### src/rtl/seq_bit_tx_pkg.sv
// Shared types and default sizing for the serial bit-sequence transmitter.
package seq_bit_tx_pkg;

  localparam int unsigned DefMaxLen = 16;
  localparam int unsigned DefLenW   = 5;
  localparam int unsigned DefRepW   = 4;

  typedef enum logic [1:0] {
    StIdle  = 2'd0,
    StShift = 2'd1,
    StDone  = 2'd2
  } state_e;

endpackage

### src/rtl/seq_bit_tx_shreg.sv
// Pattern store and bit index for seq_bit_tx; selects the current serial bit MSB-first.
module seq_bit_tx_shreg
  import seq_bit_tx_pkg::*;
#(
  parameter int unsigned MAX_LEN = DefMaxLen,
  parameter int unsigned LEN_W   = DefLenW
) (
  input  logic               clk,
  input  logic               reset,
  input  logic               load_en,
  input  logic [MAX_LEN-1:0] load_pattern,
  input  logic [LEN_W-1:0]   load_len,
  input  logic               dec_en,
  input  logic               reload_en,
  input  logic               bit_en,
  output logic               idx_zero,
  output logic               out_bit
);

  localparam int unsigned IdxW = (MAX_LEN > 1) ? $clog2(MAX_LEN) : 1;

  logic [MAX_LEN-1:0] pattern_q, pattern_d;
  logic [LEN_W-1:0]   len_q, len_d;
  logic [IdxW-1:0]    idx_q, idx_d;

  always_comb begin
    pattern_d = pattern_q;
    len_d     = len_q;
    idx_d     = idx_q;
    if (load_en) begin
      pattern_d = load_pattern;
      len_d     = load_len;
      // A zero length wraps here, but the FSM never shifts in that case.
      idx_d     = IdxW'(load_len - LEN_W'(1));
    end else if (reload_en) begin
      idx_d = IdxW'(len_q - LEN_W'(1));
    end else if (dec_en) begin
      idx_d = idx_q - IdxW'(1);
    end
  end

  always_ff @(posedge clk or posedge reset) begin
    if (reset) begin
      pattern_q <= '0;
      len_q     <= '0;
      idx_q     <= '0;
    end else begin
      pattern_q <= pattern_d;
      len_q     <= len_d;
      idx_q     <= idx_d;
    end
  end

  assign idx_zero = (idx_q == '0);
  assign out_bit  = bit_en & pattern_q[idx_q];

endmodule

### src/rtl/seq_bit_tx.sv
// Serial bit-sequence transmitter: loads a pattern via valid/ready and shifts it out
// MSB-first, repeated back-to-back, with abort and a one-cycle done pulse.
module seq_bit_tx
  import seq_bit_tx_pkg::*;
#(
  parameter int unsigned MAX_LEN = DefMaxLen,
  parameter int unsigned LEN_W   = DefLenW,
  parameter int unsigned REP_W   = DefRepW
) (
  input  logic               clk,
  input  logic               reset,
  input  logic               load_valid,
  output logic               load_ready,
  input  logic [MAX_LEN-1:0] load_pattern,
  input  logic [LEN_W-1:0]   load_len,
  input  logic [REP_W-1:0]   load_repeat,
  input  logic               abort,
  output logic               out_bit,
  output logic               out_valid,
  output logic               busy,
  output logic               done
);

  state_e             state_q, state_d;
  logic [REP_W-1:0]   rep_q, rep_d;
  logic [LEN_W-1:0]   len_clamped;
  logic               load_en, dec_en, reload_en, idx_zero;

  assign len_clamped = (load_len > LEN_W'(MAX_LEN)) ? LEN_W'(MAX_LEN) : load_len;

  always_comb begin
    state_d   = state_q;
    rep_d     = rep_q;
    load_en   = 1'b0;
    dec_en    = 1'b0;
    reload_en = 1'b0;
    unique case (state_q)
      StIdle: begin
        if (load_valid) begin
          load_en = 1'b1;
          rep_d   = load_repeat;
          state_d = (len_clamped != '0) ? StShift : StDone;
        end
      end
      StShift: begin
        if (abort) begin
          state_d = StDone;
        end else if (idx_zero) begin
          // Next repetition starts on the following cycle with no gap.
          if (rep_q != '0) begin
            rep_d     = rep_q - REP_W'(1);
            reload_en = 1'b1;
          end else begin
            state_d = StDone;
          end
        end else begin
          dec_en = 1'b1;
        end
      end
      StDone:  state_d = StIdle;
      default: state_d = StIdle;
    endcase
  end

  always_ff @(posedge clk or posedge reset) begin
    if (reset) begin
      state_q <= StIdle;
      rep_q   <= '0;
    end else begin
      state_q <= state_d;
      rep_q   <= rep_d;
    end
  end

  seq_bit_tx_shreg #(
    .MAX_LEN (MAX_LEN),
    .LEN_W   (LEN_W)
  ) u_shreg (
    .clk          (clk),
    .reset        (reset),
    .load_en      (load_en),
    .load_pattern (load_pattern),
    .load_len     (len_clamped),
    .dec_en       (dec_en),
    .reload_en    (reload_en),
    .bit_en       (out_valid),
    .idx_zero     (idx_zero),
    .out_bit      (out_bit)
  );

  assign load_ready = (state_q == StIdle);
  assign busy       = ~load_ready;
  assign out_valid  = (state_q == StShift);
  assign done       = (state_q == StDone);

endmodule
### config.mk
export PLATFORM = sky130hd
export DESIGN_NAME = seq_bit_tx
export DESIGN_NICKNAME = d
export VERILOG_FILES = /design/src/rtl/seq_bit_tx_pkg.sv /design/src/rtl/seq_bit_tx_shreg.sv /design/src/rtl/seq_bit_tx.sv
export SDC_FILE = /design/constraint.sdc
export NUM_CORES = 1
export LEC_CHECK = 0
export CORE_ASPECT_RATIO = 2
export CORE_MARGIN = 3
export CORE_UTILIZATION = 53
export DETAILED_ROUTE_END_ITERATION = 12
export GPL_TIMING_DRIVEN = 0
export PLACE_DENSITY = 0.83
export SETUP_SLACK_MARGIN = 0.1
export SYNTH_ARGS = -nofsm -noshare
export SYNTH_HDL_FRONTEND = slang
export SYNTH_SLANG_ARGS = --single-unit
### constraint.sdc
create_clock -name clk -period 3.46 [get_ports clk]
set_clock_uncertainty 0.05 [all_clocks]
set_input_delay 0.692 -clock clk [delete_from_list [all_inputs] [get_ports clk]]
set_output_delay 0.692 -clock clk [all_outputs]
set_load 0.05 [all_outputs]
==> results of run 1 <==
## power by group
| part | switching, mW | internal (mW) | leakage, nW |
|---|---|---|---|
| combinational | 0.482 | 0.370 | 0.522 |
| sequential | 0.117 | 0.522 | 0.368 |
| clock | 0.129 | 0.159 | 0.0472 |
| total | 0.728 | 1.05 | 0.937 |
## sequential cells by signal (all words and copies together), names as in the netlist
signal / flops
state_q: 2
u_shreg.idx_q: 4
rep_q: 4
u_shreg.len_q: 4
u_shreg.pattern_q: 16
## worst reg2reg max path: cells and delay by family, from the launching register on
family / cells / cell delay [ps]
flops: 1 / 400
fa+ha+maj: 1 / 180
compound gates: 2 / 530
buf+inv: 1 / 70
simple gates: 3 / 1150
## through the flow
| stage | util | area, sq um | instances |
|---|---|---|---|
| after global routing | 0.753 | 1980 | 235 |
| final | 0.753 | 1980 | 235 |
| after global placement | 0.717 | 1890 | 227 |
| after floorplan | - | 1520 | 166 |
| after CTS | 0.753 | 1980 | 235 |
| after detailed placement | 0.717 | 1890 | 227 |
## synthesized netlist by cell type (all sizes together), types with 2 or more instances
| library cell | n | share of area |
|---|---|---|
| nor2 | 12 | 0.030 |
| dfrtp | 30 | 0.49 |
| clkbuf | 5 | 0.012 |
| a221o | 2 | 0.013 |
| a21oi | 6 | 0.020 |
| or3b | 2 | 0.013 |
| ha | 2 | 0.016 |
| a21o | 2 | 0.0098 |
| or4 | 3 | 0.015 |
| nor3b | 5 | 0.025 |
| mux4 | 5 | 0.074 |
| a22oi | 2 | 0.0098 |
| nand2 | 53 | 0.13 |
| o21ai | 8 | 0.026 |
| buf | 3 | 0.013 |
| nor3 | 2 | 0.0066 |
| nand3 | 2 | 0.0066 |
| inv | 8 | 0.020 |
## cell families (layout without fill, tap and decap cells)
kind of cell	count (synthesis)	after routing	share of synthesized area
AO/OA/AOI/OAI	24	24	0.0985
buffers and inverters	16	57	0.0452
XOR/XNOR	1	1	0.00575
AND/OR/NAND/NOR	88	88	0.268
flip-flops	30	30	0.493
multiplexers	5	5	0.0739
adder cells (fa/ha/maj)	2	2	0.0164
## per-layer routing
layer,track usage,part of all wire,vias to the layer above,wire length [microns]
li1,-,-,640,-
met1,0.222,0.36,633,1210
met2,0.415,0.59,35,2000
met3,0.0395,0.040,7,135
met4,0.0876,0.015,0,52
met5,0,0,-,0
## layout make-up
| type | count | area, sq um | area share |
|---|---|---|---|
| plain buffers | 8 | 38.8 | 0.0196 |
| clock buffers | 6 | 82.6 | 0.0416 |
| clock inverters | 2 | 12.5 | 0.00631 |
| inverters | 8 | 30.0 | 0.0151 |
| multi-input cells | 120 | 704 | 0.355 |
| flip-flops and latches | 30 | 751 | 0.379 |
| well taps | 28 | 35.0 | 0.0177 |
| repair buffers | 33 | 329 | 0.166 |
## how the worst max path moves through the flow
stage	from	to	slack [ps]	cells after the start
3_3_place_gp	u_shreg.idx_q[0]	out_bit	310	5
2_1_floorplan	u_shreg.idx_q[0]	out_bit	950	4
3_5_place_dp	u_shreg.idx_q[0]	out_bit	280	5
5_1_grt	u_shreg.idx_q[0]	out_bit	170	5
4_1_cts	u_shreg.idx_q[0]	out_bit	250	5
6_report	u_shreg.idx_q[0]	out_bit	260	5
## repair_timing
| item | 4_1_cts | 5_1_grt |
|---|---|---|
| gates resized for setup | 1 | 0 |
| setup endpoints to repair | 1 | 0 |
| buffers inserted | 0 | 0 |
==> impl_metrics.py, run 1 <==
metrics = {
    "worst_setup_path": {
        "crit_path_frequent_cell": "mux4_2",
        "critical_path.cell_chain": "buf_2 -> mux4_2 -> mux4_2 -> and2_1 -> dlygate4sd2_1",
        "cp_data_arrival_time_ps": 2460,
        "maximum_net_fanout_on_the_critical_path": 8,
        "worstSetupPathType": "flip-flop to output port",
        "critical-path-max-stage-delay_ps": 560,
        "worst_path_max_delay_cell": "mux4_2",
        "ff2ff_setup_slack_ps": 1020,
        "cp_top_family": "multiplexers",
        "start_kind": "flip-flop",
        "reg2reg_from": "rep_q[0]",
        "worst-endpoint-required_ps": 2720,
        "path_buf_inv": 2,
        "capture_instance_of_the_worst_register_to_register_path": "u_shreg.idx_q[3]",
        "r2r_cells": 7,
        "critPathCaptureType": "output port",
    },
    "clocking": {
        "clk_pin_slew_worst_paths_ps": 70,
        "clock_latency_ps": 280,
        "cts_max_level": 2,
        "cts.sinks": 30,
        "numCtsBuffers": 5,
        "tritoncts": "built",
        "cts_hold_repair.buffers": 0,
        "clock_path_buffers": 2,
        "clockRootBuffer": "clkbuf_8",
    },
    "layout": {
        "layout-area-overhead-vs-synth_pct": 30.1,
        "nFillCells": 200,
        "diodes": 0,
        "final_cell_mix": "nand2_1 (53), clkdlybuf4s50_1 (32), dfrtp_1 (30)",
        "layout-drive-gt1-share": 0.0821,
        "commonest_non_fill_non_tap_cell_in_the_layout": "nand2_1",
        "nets": 237,
    },
    "placed_design": {
        "port_buffers": 33,
        "estimated_wirelength_of_the_detail_placed_design_microns": 2630,
        "gpl.final_weighted_congestion": 0.792,
        "preCtsSetupSlack_ps": 276,
    },
    "job": {
        "max_cap_viol_count": 0,
    },
    "sta": {
        "fin_tns_setup_ps": 0,
        "grt_setup_unrepaired": "false",
        "setup_viol": 0,
        "number_of_max_slew_violations_in_the_final_report": 0,
        "timing_hold_violations_final": 0,
        "relative_slew_margins": 0.272,
        "fin_hold_ws_ps": 423,
        "post_route_worst_setup_slack_ps": 260,
        "period_minus_slack_ps": 3200,
        "tightestPinTransition_ps": 1090,
        "fin_crit_sh": 0.925,
        "fmax_ghz": 0.313,
    },
    "die": {
        "die_height_microns": 81.8,
        "die_width_microns": 43.9,
        "design.core.area_sq_um": 2640,
        "starting_density_of_the_core": 0.578,
        "die_area_sq_um": 3590,
        "placement_rows": 26,
        "io_pins": 34,
    },
    "grt": {
        "grt.total_usage": 0.218,
        "overflow": 0,
        "grt_max_degree": 31,
        "first_pass_grt_wire_length_microns": 5860,
        "grt_antenna_before_repair": 0,
        "grt_pass1_vias": 1390,
    },
    "synth": {
        "number_of_enable_type_register_cells_in_the_synthesized_netlist": 0,
        "netlist-cell-type-count": 36,
        "mappedNetlistNets": 197,
        "async_reset_ff_frac": 1.00,
        "yosys_register_bits": 30,
        "seq_area_frac_synth": 0.493,
        "synth_area_per_cell_sq_um": 9.18,
        "synthesis.instances": 166,
        "syn-cell-area_sq_um": 1520,
        "ys.warnings.count": 0,
        "synth-main-ff-cell": "dfrtp_1",
    },
    "route": {
        "detail_route.wirelength_microns": 3400,
        "drtAntennaViolNets": 0,
        "first_iteration_detailed_routing_drc_count": 30,
        "vias_per_cell": 5.60,
        "num_vias": 1315,
        "first_pass_iters": 4,
        "route.detailed.drc": 0,
        "post_drt_wl_per_cell_microns": 14.5,
    },
    "outcome": {
        "outcome": "completed",
    },
    "hold_path": {
        "hold_class": "flip-flop to flip-flop",
        "whs_path_depth": 2,
        "min_from": "u_shreg.pattern_q[13]",
        "min_delay_worst_endpoint": "u_shreg.pattern_q[13]",
    },
    "power_and_ir_drop": {
        "power_density_over_the_cells_nw_per_um2": 897,
        "peakVddDrop_mv": 0.522,
        "finalPower_mw": 1.78,
        "total_leakage_power_nw": 0.937,
    },
}
Note: power is estimated with default switching activity, not from simulation.
==> run 2, diff against run 1 <==
Settings changed: REMOVE_ABC_BUFFERS from default to 1.
==> impl_metrics.py, run 2 (synthesis results as in run 1) <==
metrics = {
    "route": {
        "post_drt_wl_per_cell_microns": 15.0,
        "first_pass_iters": 4,
        "num_vias": 1292,
        "detail_route.wirelength_microns": 3420,
        "first_iteration_detailed_routing_drc_count": 31,
        "vias_per_cell": 5.67,
        "drtAntennaViolNets": 0,
        "route.detailed.drc": 0,
    },
    "placed_design": {
        "place_inst": 220,
        "postPlaceCellArea_sq_um": 1870,
        "gpl.final_weighted_congestion": 0.763,
        "port_buffers": 33,
        "estimated_wirelength_of_the_detail_placed_design_microns": 2630,
        "preCtsSetupSlack_ps": 135,
    },
    "sta": {
        "fin_hold_ws_ps": 423,
        "timing_hold_violations_final": 0,
        "fin_crit_sh": 0.895,
        "post_route_worst_setup_slack_ps": 362,
        "grt_setup_unrepaired": "false",
        "setup_viol": 0,
        "number_of_max_slew_violations_in_the_final_report": 0,
        "fmax_ghz": 0.323,
        "relative_slew_margins": 0.282,
        "period_minus_slack_ps": 3100,
        "fin_tns_setup_ps": 0,
        "tightestPinTransition_ps": 1080,
    },
    "die": {
        "die_width_microns": 43.9,
        "placement_rows": 26,
        "design.core.area_sq_um": 2640,
        "die_area_sq_um": 3590,
        "io_pins": 34,
        "starting_density_of_the_core": 0.578,
        "die_height_microns": 81.8,
    },
    "clocking": {
        "post_cts_resized": 2,
        "cts_setup_buffers": 0,
        "numCtsBuffers": 5,
        "clk_pin_slew_worst_paths_ps": 60,
        "clock_latency_ps": 280,
        "cts_max_level": 2,
        "cts.sinks": 30,
        "tritoncts": "built",
        "clockRootBuffer": "clkbuf_8",
        "clock_path_buffers": 2,
        "cts_hold_repair.buffers": 0,
    },
    "layout": {
        "largest_register_ff_count": 16,
        "nets": 230,
        "nFillCells": 206,
        "commonest_non_fill_non_tap_cell_in_the_layout": "nand2_1",
        "layout-area-overhead-vs-synth_pct": 28.5,
        "post_layout_nonfiller_instances": 228,
        "regMostFlops": "u_shreg.pattern_q",
        "final_cell_mix": "nand2_1 (53), clkdlybuf4s50_1 (32), dfrtp_1 (29)",
        "layout.cell_area.non_filler_sq_um": 1960,
        "layout-drive-gt1-share": 0.0850,
        "diodes": 0,
    },
    "worst_setup_path": {
        "worst-endpoint-required_ps": 2720,
        "start_kind": "flip-flop",
        "r2r_cells": 4,
        "worstSetupPathType": "flip-flop to output port",
        "cp_data_arrival_time_ps": 2360,
        "critPathCaptureType": "output port",
        "maximum_net_fanout_on_the_critical_path": 8,
    },
    "grt": {
        "first_pass_grt_wire_length_microns": 5800,
        "grt_antenna_before_repair": 0,
        "grt_max_degree": 31,
        "grt_pass1_vias": 1392,
        "grt.total_usage": 0.223,
        "overflow": 0,
    },
    "job": {
        "max_cap_viol_count": 0,
    },
    "hold_path": {
        "whs_path_depth": 2,
        "hold_class": "flip-flop to flip-flop",
    },
    "outcome": {
        "outcome": "completed",
    },
    "power_and_ir_drop": {
        "power_density_over_the_cells_nw_per_um2": 897,
        "total_leakage_power_nw": 0.929,
        "peakVddDrop_mv": 0.506,
    },
}
[run 2: cell count changes in the layout (fill, tap and decap cells not counted), sizes merged]
cell      change
buf           -2
clkinvlp      -1
clkbuf        -4
[run 2: path summary, 6_finish.rpt]
path                                       startpoint                     to  slack, ps
worst max register to register             state_q[0]       u_shreg.idx_q[3]        840
max in group asynchronous                       reset       u_shreg.idx_q[0]       1710
worst min register to register  u_shreg.pattern_q[15]  u_shreg.pattern_q[15]        420
worst min-delay path            u_shreg.pattern_q[15]  u_shreg.pattern_q[15]        420
min in group asynchronous                       reset   u_shreg.pattern_q[1]        920
worst max-delay path                 u_shreg.idx_q[0]                out_bit        360
[run 2: layer usage]
| metal | global-route usage | vias to the layer above | part of all wire |
|---|---|---|---|
| li1 | - | 626 | - |
| met1 | 0.209 | 620 | 0.34 |
| met2 | 0.417 | 36 | 0.58 |
| met3 | 0.0504 | 10 | 0.043 |
| met4 | 0.130 | 0 | 0.036 |
| met5 | 0 | - | 0 |
[run 2: critical path: stages (launching register included)]
cell	delay [ps]
dfrtp_2	490
mux4_2	540
mux4_2	470
and2_1	160
dlygate4sd2_1	410
[run 2: power breakdown]
part | switching [mW] | internal (mW)
Clock | 0.126 | 0.160
Sequential | 0.149 | 0.523
Combinational | 0.441 | 0.357
Total | 0.716 | 1.04
[run 2: cell type report]
class / count / area (sq um) / share of cell area
Sequential cell: 30 / 752 / 0.384
Timing Repair Buffer: 34 / 340 / 0.174
Multi-Input combinational cell: 120 / 709 / 0.362
Tap cell: 28 / 35.0 / 0.0179
Clock buffer: 7 / 86.3 / 0.0441
Clock inverter: 1 / 5.00 / 0.00256
Inverter: 8 / 30.0 / 0.0153
[run 2: through the flow]
| stage | utilization | total power [mW] |
|---|---|---|
| finish | 0.743 | 1.76 |
| global route | 0.743 | 1.89 |
| CTS | 0.743 | 1.78 |
| detailed placement | 0.708 | 1.49 |
| global placement | 0.702 | 1.42 |
| floorplan | - | 1.22 |
==> run 3, diff against run 2 <==
Settings changed: CAP_MARGIN from default to 20, SLEW_MARGIN from default to 10.
==> impl_metrics.py, run 3 (synthesis results as in run 1) <==
metrics = {
    "clocking": {
        "clock_latency_ps": 290,
        "tritoncts": "built",
        "clockRootBuffer": "clkbuf_8",
        "cts_max_level": 2,
        "numCtsBuffers": 5,
        "clock_path_buffers": 2,
        "cts_setup_buffers": 0,
        "clk_pin_slew_worst_paths_ps": 60,
        "cts.sinks": 30,
        "cts_hold_repair.buffers": 0,
    },
    "layout": {
        "regMostFlops": "u_shreg.pattern_q",
        "commonest_non_fill_non_tap_cell_in_the_layout": "nand2_1",
        "layout-area-overhead-vs-synth_pct": 31.2,
        "nets": 231,
        "final_cell_mix": "nand2_1 (53), clkdlybuf4s50_1 (32), dfrtp_1 (29)",
        "post_layout_nonfiller_instances": 229,
        "layout-drive-gt1-share": 0.0945,
        "largest_register_ff_count": 16,
        "diodes": 0,
    },
    "power_and_ir_drop": {
        "total_leakage_power_nw": 0.947,
        "peakVddDrop_mv": 0.515,
        "netSwitchingFraction": 0.399,
        "power.combinational.fraction": 0.441,
        "total_switching_power_mw": 0.724,
        "power_report.internal_total_mw": 1.09,
        "clockPowerShare": 0.190,
        "seqPwrFrac": 0.369,
        "power_density_over_the_cells_nw_per_um2": 908,
    },
    "sta": {
        "number_of_max_slew_violations_in_the_final_report": 0,
        "relative_slew_margins": 0.455,
        "setup_viol": 0,
        "tightestPinTransition_ps": 818,
        "period_minus_slack_ps": 3100,
        "fin_hold_ws_ps": 424,
        "timing_hold_violations_final": 0,
        "grt_setup_unrepaired": "false",
        "fin_crit_sh": 0.897,
        "fmax_ghz": 0.322,
    },
    "hold_path": {
        "whs_path_depth": 2,
        "min_delay_worst_endpoint": "u_shreg.pattern_q[15]",
        "hold_class": "flip-flop to flip-flop",
        "min_from": "u_shreg.pattern_q[15]",
    },
    "die": {
        "die_height_microns": 81.8,
        "die_area_sq_um": 3590,
        "starting_density_of_the_core": 0.578,
        "die_width_microns": 43.9,
        "design.core.area_sq_um": 2640,
        "io_pins": 34,
        "placement_rows": 26,
    },
    "grt": {
        "grt_antenna_before_repair": 0,
        "overflow": 0,
        "grt_pass1_vias": 1413,
        "grt_max_degree": 31,
        "first_pass_grt_wire_length_microns": 5750,
        "grt.total_usage": 0.221,
    },
    "route": {
        "metal_1_wl_microns": 1140,
        "post_drt_wl_per_cell_microns": 15.2,
        "first_iteration_detailed_routing_drc_count": 68,
        "num_vias": 1311,
        "route.detailed.drc": 0,
        "detail_route.wirelength_microns": 3490,
        "routed_met2_length_microns": 2020,
        "drtAntennaViolNets": 0,
        "route.met3.wl_microns": 214,
        "vias_per_cell": 5.72,
        "highest-signal-layer": "met4",
        "first_pass_iters": 5,
    },
    "worst_setup_path": {
        "worstSetupPathType": "flip-flop to output port",
        "critPathCaptureType": "output port",
        "reg2reg_from": "state_q[0]",
        "start_kind": "flip-flop",
        "ff2ff_setup_slack_ps": 870,
        "r2r_cells": 4,
        "maximum_net_fanout_on_the_critical_path": 8,
        "capture_instance_of_the_worst_register_to_register_path": "u_shreg.idx_q[3]",
        "cp_data_arrival_time_ps": 2360,
        "worst-endpoint-required_ps": 2720,
    },
    "placed_design": {
        "place_inst": 220,
        "port_buffers": 33,
        "gpl.final_weighted_congestion": 0.763,
        "estimated_wirelength_of_the_detail_placed_design_microns": 2640,
    },
    "job": {
        "max_cap_viol_count": 0,
    },
    "outcome": {
        "outcome": "completed",
    },
}
run 3: cell types whose count changed in the layout (fill, tap and decap cells not counted):
| cell | change |
|---|---|
| buf_16 | +1 |
| buf_4 | +1 |
| buf_6 | -1 |
| bufinv_16 | +1 |
| clkbuf_1 | -1 |
| clkbuf_8 | -1 |
| clkinv_1 | +1 |
| clkinv_2 | +1 |
| inv_1 | -1 |
run 3: worst max path at each step:
stage	start	end	slack (ps)	cells after the start
final	u_shreg.idx_q[0]	out_bit	360	4
after global routing	u_shreg.idx_q[0]	out_bit	290	4
after CTS	u_shreg.idx_q[0]	out_bit	330	4
after detailed placement	load_valid	u_shreg.idx_q[3]	150	5
after global placement	load_valid	u_shreg.idx_q[3]	-750	5
after floorplan	load_valid	u_shreg.idx_q[3]	510	4
run 3: what timing repair did:
action | CTS | global route
endpoints found under the setup margin | 1 | 0
resized for setup | 2 | 0
endpoints found under the hold margin | 0 | 0
run 3: through the flow:
stage               cell area, sq um  setup WS (ps)  setup TNS, ps   util  power, mW
global route                    2000            294              0  0.759       1.94
global placement                1850           -752          -4360  0.702       1.42
detailed placement              1860            154              0  0.707       1.48
floorplan                       1490            512              0      -       1.22
CTS                             1970            332              0  0.748       1.83
finish                          2000            356              0  0.759       1.82
run 3: per-layer routing:
metal,track usage,vias to the layer above
met5,0,-
met4,0.130,0
met3,0.0482,14
met2,0.423,55
met1,0.199,613
li1,-,629
run 3: worst max-delay path: stages (launching register included):
cell and delay, ps:
dfrtp_2 490, mux4_2 540, mux4_2 470, and2_1 160, dlygate4sd2_1 410
run 3: final cells by class:
class	instances	area (sq um)
timing repair buffer	35	364
fill	193	636
clock buffer	5	68.8
multi-input combinational	120	709
clock inverter	3	40.0
sequential	30	752
inverter	8	30.0
tap	28	35.0
run 3: power groups by stage:
stage	logic (mW)	registers, mW	clock network [mW]
floorplan	0.595	0.626	0
global placement	0.762	0.659	0
detailed placement	0.805	0.675	0
CTS	0.805	0.670	0.353
global route	0.884	0.690	0.367
finish	0.801	0.670	0.345
